==> config.mk <==
export PLATFORM = sky130hd
export DESIGN_NAME = popcount_window_stream
export DESIGN_NICKNAME = d
export VERILOG_FILES = /design/src/rtl/popcount_window_stream.sv
export SDC_FILE = /design/constraint.sdc
export NUM_CORES = 1
export LEC_CHECK = 0
export ABC_AREA = 1
export CAP_MARGIN = 15
export CORE_ASPECT_RATIO = 1.2
export CORE_MARGIN = 2
export CORE_UTILIZATION = 51
export DETAILED_ROUTE_END_ITERATION = 16
export DONT_BUFFER_PORTS = 1
export HOLD_SLACK_MARGIN = 0.02
export MAX_ROUTING_LAYER = met4
export PLACE_DENSITY = 0.68
export SETUP_SLACK_MARGIN = 0.1
export SLEW_MARGIN = 20
export SYNTH_ARGS = -nofsm -noshare
export SYNTH_HDL_FRONTEND = slang
export SYNTH_SLANG_ARGS = --single-unit
==> constraint.sdc <==
create_clock -name clk -period 1.8 [get_ports clk]
set_input_delay 0.18 -clock clk [delete_from_list [all_inputs] [get_ports clk]]
set_output_delay 0.18 -clock clk [all_outputs]
set_load 0.01 [all_outputs]
==> src/rtl/popcount_window_stream.sv <==
// popcount_window_stream
// Two-stage valid/ready pipeline that classifies each WIDTH-bit word by whether
// its popcount falls inside the window [lo, hi] captured alongside the word.
// Saturating sample and hit counters track consumed results for status readout.

module popcount_window_stream #(
    parameter int WIDTH = 4,
    parameter int CNT_W = 16,
    parameter int PC_W  = $clog2(WIDTH + 1)
) (
    input  logic             clk,
    input  logic             rst,
    input  logic             in_valid,
    output logic             in_ready,
    input  logic [WIDTH-1:0] in_data,
    input  logic [PC_W-1:0]  lo,
    input  logic [PC_W-1:0]  hi,
    output logic             out_valid,
    input  logic             out_ready,
    output logic             out_hit,
    output logic [PC_W-1:0]  out_popcnt,
    output logic [CNT_W-1:0] sample_count,
    output logic [CNT_W-1:0] hit_count
);

    localparam logic [CNT_W-1:0] CNT_MAX = {CNT_W{1'b1}};
    localparam logic [CNT_W-1:0] CNT_ONE = CNT_W'(1);

    // Number of set bits in a word; a plain adder chain is enough for WIDTH <= 32.
    function automatic logic [PC_W-1:0] popcount(input logic [WIDTH-1:0] word);
        logic [PC_W-1:0] acc;
        acc = {PC_W{1'b0}};
        for (int i = 0; i < WIDTH; i++) begin
            acc = acc + PC_W'(word[i]);
        end
        return acc;
    endfunction

    // Stage 1 holds the popcount plus the window bounds captured with the word.
    logic            s1_valid_r;
    logic [PC_W-1:0] s1_pc_r;
    logic [PC_W-1:0] s1_lo_r;
    logic [PC_W-1:0] s1_hi_r;

    // Stage 2 holds the classified result presented on the output.
    logic            s2_valid_r;
    logic            s2_hit_r;
    logic [PC_W-1:0] s2_pc_r;

    logic [CNT_W-1:0] sample_count_r;
    logic [CNT_W-1:0] hit_count_r;

    logic s2_load_s;
    logic s1_load_s;
    logic in_ready_s;
    logic out_fire_s;

    // Handshake and stage-advance decisions; in_ready never looks at in_valid.
    always_comb begin
        s2_load_s  = 1'b0;
        in_ready_s = 1'b0;
        s1_load_s  = 1'b0;
        out_fire_s = 1'b0;
        s2_load_s  = s1_valid_r && (!s2_valid_r || out_ready);
        in_ready_s = !s1_valid_r || s2_load_s;
        s1_load_s  = in_valid && in_ready_s;
        out_fire_s = s2_valid_r && out_ready;
    end

    // Stage 1: capture popcount and window only on an accepted word, so idle
    // (possibly unknown) input data never enters the pipeline.
    always_ff @(posedge clk) begin
        if (rst) begin
            s1_valid_r <= 1'b0;
            s1_pc_r    <= {PC_W{1'b0}};
            s1_lo_r    <= {PC_W{1'b0}};
            s1_hi_r    <= {PC_W{1'b0}};
        end else if (s1_load_s) begin
            s1_valid_r <= 1'b1;
            s1_pc_r    <= popcount(in_data);
            s1_lo_r    <= lo;
            s1_hi_r    <= hi;
        end else if (s2_load_s) begin
            s1_valid_r <= 1'b0;
        end
    end

    // Stage 2: classify against the captured window; holds while stalled and
    // replaces the old result in the same edge it is consumed.
    always_ff @(posedge clk) begin
        if (rst) begin
            s2_valid_r <= 1'b0;
            s2_hit_r   <= 1'b0;
            s2_pc_r    <= {PC_W{1'b0}};
        end else if (s2_load_s) begin
            s2_valid_r <= 1'b1;
            s2_hit_r   <= (s1_pc_r >= s1_lo_r) && (s1_pc_r <= s1_hi_r);
            s2_pc_r    <= s1_pc_r;
        end else if (out_fire_s) begin
            s2_valid_r <= 1'b0;
        end
    end

    // Saturating counters of consumed results and consumed hits.
    always_ff @(posedge clk) begin
        if (rst) begin
            sample_count_r <= {CNT_W{1'b0}};
            hit_count_r    <= {CNT_W{1'b0}};
        end else if (out_fire_s) begin
            if (sample_count_r != CNT_MAX) begin
                sample_count_r <= sample_count_r + CNT_ONE;
            end
            if (s2_hit_r && (hit_count_r != CNT_MAX)) begin
                hit_count_r <= hit_count_r + CNT_ONE;
            end
        end
    end

    assign in_ready     = in_ready_s;
    assign out_valid    = s2_valid_r;
    assign out_hit      = s2_hit_r;
    assign out_popcnt   = s2_pc_r;
    assign sample_count = sample_count_r;
    assign hit_count    = hit_count_r;

endmodule

==> flow_summary_export.csv <==
group,metric,value,unit
clocking,numCtsBuffers,5,
timing,hold_violations,0,
die,io_pins,52,
die,die_area,0.00584,mm²
worst_setup_path,crit_slowest_cell,"dfxtp_1",
logic_synthesis,yosysTopAreaCell,"dfxtp_1",
clocking,cts_max_level,2,
worst_setup_path,critPathRequiredTime,1990,ps
die,dieWidth,70.1,µm
layout,n_antenna_cell,0,
run_status,status,"complete, no violations",
min_path,hp-class,"in -> reg",
worst_setup_path,worstPathArrival,1780,ps
timing,finalSetupViolations,0,
power,p_int,1.52,mW
logic_synthesis,netlist_top_cells_area,"dfxtp_1 (35%), nand2_1 (14%), nor2_1 (12%), inv_1 (8.0%), ha_1 (4.7%)",
detailed_routing,wire_per_inst,11.6,µm
logic_synthesis,synth.most_common_cell,"nand2_1",
power,power.total,2.04,mW
placement,routabilityCongestion,0.837,
run,cap_violations,0,
timing,fmax,629,MHz
die,row_count,28,
worst_setup_path,critPathCaptureType,"flip-flop",
timing,fin_tns_setup,0,ps
worst_setup_path,worst_r2r_endpoint,"sample_count[5]",
logic_synthesis,synth-async-reset-ratio,0,
worst_setup_path,crit_fanout,9,
die,dieHeight,83.3,µm
power,netSwitchingFraction,0.253,
logic_synthesis,syn_nets,436,
layout,drive_gt1_frac,0.151,
global_route,grt_pass1_vias,2358,
worst_setup_path,endpoint,"sample_count[5]",
die,initial_core_util,0.534,
detailed_routing,final_antenna_net_count,0,
global_route,globalRouteOverflowTotal,0,
worst_setup_path,crit_cells,9,
clocking,clockBufferDepth,2,
timing,max_slew_margin,0.714,
logic_synthesis,ys_warn_count,0,
worst_setup_path,r2r_slack,210,ps
logic_synthesis,syn_area,0.00268,mm²
logic_synthesis,avgSynthCellArea,6.51,µm²
timing,rsz0062_at_grt,"no",
timing,slew_viol_final,0,
global_route,grt_max_degree,42,
logic_synthesis,synth.distinct_cells,26,
detailed_routing,dr.pass1.iters,4,
logic_synthesis,yosysSeqAreaShare,0.352,
detailed_routing,num_vias,2475,
placement,hpwlAfterDp,4280,µm
worst_setup_path,worstPathCellList,"ha_1, nand2_1, nor2_2, nand2_2, nor2_4, nor2_4, clkinv_2, nor2_1, nor2_1",
min_path,min-delay-start,"rst",
logic_synthesis,synth_edf_count,0,
global_route,grt_usage,0.213,
power,p_switching,516,µW
detailed_routing,drtIter0Drc,95,
power,p_leak,1.37,nW
power,power_frac_comb,0.121,
worst_setup_path,reg2reg_depth,9,
clocking,clk_latency,300,ps
layout,finalNetCount,467,
die,core,0.00501,mm²
power,seq_power_share,0.537,
worst_setup_path,cp_top_family,"simple AND/OR/NAND/NOR gates",
worst_setup_path,cp-startpoint,"sample_count[0]",
logic_synthesis,synth_common_cells,"nand2_1 (98), nor2_1 (84), inv_1 (57), dfxtp_1 (47), nand3_1 (24)",
global_route,grt_util_met1,0.251,
worst_setup_path,startpoint_type,"flip-flop",
worst_setup_path,critical_path_class,"reg -> reg",
detailed_routing,avgViaCountPerCell,4.92,
power,pwr-share-clk,0.342,
global_route,grt.busiest_layer,"met2",
global_route,grt_util_met2,0.355,
timing,fin_crit_sh,0.883,
timing,finClkSkew,13.6,ps
global_route,grt_pass1_wl,10100,µm
timing,worst_pin_slew,429,ps
layout,final_util,0.607,
logic_synthesis,ys.flop_type,"dfxtp_1",
clocking,cts_tree,"done",
global_route,antenna_found_initial,0,
layout,area_growth,13.7,%
clocking,cts.root.buffer_cell,"clkbuf_8",
worst_setup_path,critPathBufInv,1,
logic_synthesis,synth_seq_cells,47,
worst_setup_path,r2r-start,"sample_count[0]",
placement,port_buffers,0,
timing,fin_crit,1590,ps
detailed_routing,drt-total-wl,5850,µm
detailed_routing,drc_errors,0,
global_route,grt_use_met3,0.0510,
worst_setup_path,critPathMaxStageDelay,320,ps
logic_synthesis,synth_cells,411,
logic_synthesis,synth_top_area_frac,0.352,
power,p_per_area,671,mW/mm²
power,peakVddDrop,0.000512,V
clocking,clock_sinks,47,
clocking,path_clk_slew,80,ps
worst reg2reg max path: cells and delay by family, from the launching register on:
kind	cells	cell delay [ps]
and+or+nand+nor	7	780
adders and majority gates	1	200
DFF	1	320
buffers and inverters	1	190
repair_timing:
item,in CTS,in global routing
setup endpoints to repair,0,15
hold endpoints to repair,5,0
resized for setup,0,2
setup buffers,0,7
hold buffers,1,0
stage by stage:
step	hold slack [ps]	area (µm²)	std cells	worst slack (ps)
6_report	38.6	3040	503	210
5_1_grt	40.1	3040	503	72.4
4_1_cts	23.7	2990	496	119
3_5_place_dp	252	2880	487	128
3_3_place_gp	251	2880	487	199
2_1_floorplan	249	2680	411	300
registers in the layout, indices dropped and copies added, names as in the netlist:
name,count
hit_count,16
out_hit,1
out_popcnt,3
out_valid,1
s1_hi_r,3
s1_lo_r,3
s1_pc_r,3
s1_valid_r,1
sample_count,16
placed cells by master (no fill, tap or decap):
cell type and n:
a21oi_1 19, buf_4 30, clkbuf_1 1, clkbuf_8 7, clkinv_2 1, dfxtp_1 46
dfxtp_2 1, dlygate4sd3_1 1, fa_1 1, ha_1 9, ha_2 1, inv_1 57
inv_2 1, nand2_1 98, nand2_2 6, nand3_1 24, nand3_2 7, nand3b_1 1
nand4_1 2, nor2_1 84, nor2_2 9, nor2_4 3, o211ai_1 1, o21ai_0 19
o21ai_1 6, o21ai_2 1, xnor2_1 4, xor2_1 3
routing by layer:
layer,share of wire,wire length [µm],vias up
met5,0,0,-
met4,0.014,80,0
met3,0.063,368,7
met2,0.47,2770,57
met1,0.45,2640,1083
li1,-,-,1328
worst min path at each step:
stage | depth (start not counted) | slack, ps | endpoint
final | 3 | 40 | sample_count[15]
after detailed placement | 1 | 250 | out_hit
after global placement | 1 | 250 | sample_count[3]
after floorplan | 1 | 250 | out_hit
after global routing | 3 | 40 | sample_count[15]
after CTS | 3 | 20 | sample_count[15]
logic make-up (layout without fill, tap and decap cells):
family	after synthesis	in the layout	synth area share
and+or+nand+nor	234	234	0.382
adders and majority gates	11	11	0.0543
xor gates and xnor gates	7	7	0.0229
DFF	47	47	0.352
AOI/OAI and AO/OA	46	46	0.0884
buffers and inverters	66	98	0.101
power groups by stage:
stage | logic [mW] | clock network, mW | registers [mW]
5_1_grt | 0.280 | 0.756 | 1.10
3_5_place_dp | 0.233 | 0 | 1.12
2_1_floorplan | 0.157 | 0 | 1.13
4_1_cts | 0.237 | 0.722 | 1.10
3_3_place_gp | 0.228 | 0 | 1.12
6_report | 0.246 | 0.699 | 1.10
layout make-up:
| type | count | area [µm²] |
|---|---|---|
| multi-input combinational | 298 | 1470 |
| timing repair buffer | 31 | 235 |
| clock buffer | 8 | 100 |
| sequential | 47 | 942 |
| inverter | 59 | 223 |
| tap | 60 | 75.1 |
| fill | 494 | 1970 |
Power figures use the tool's default switching activity.
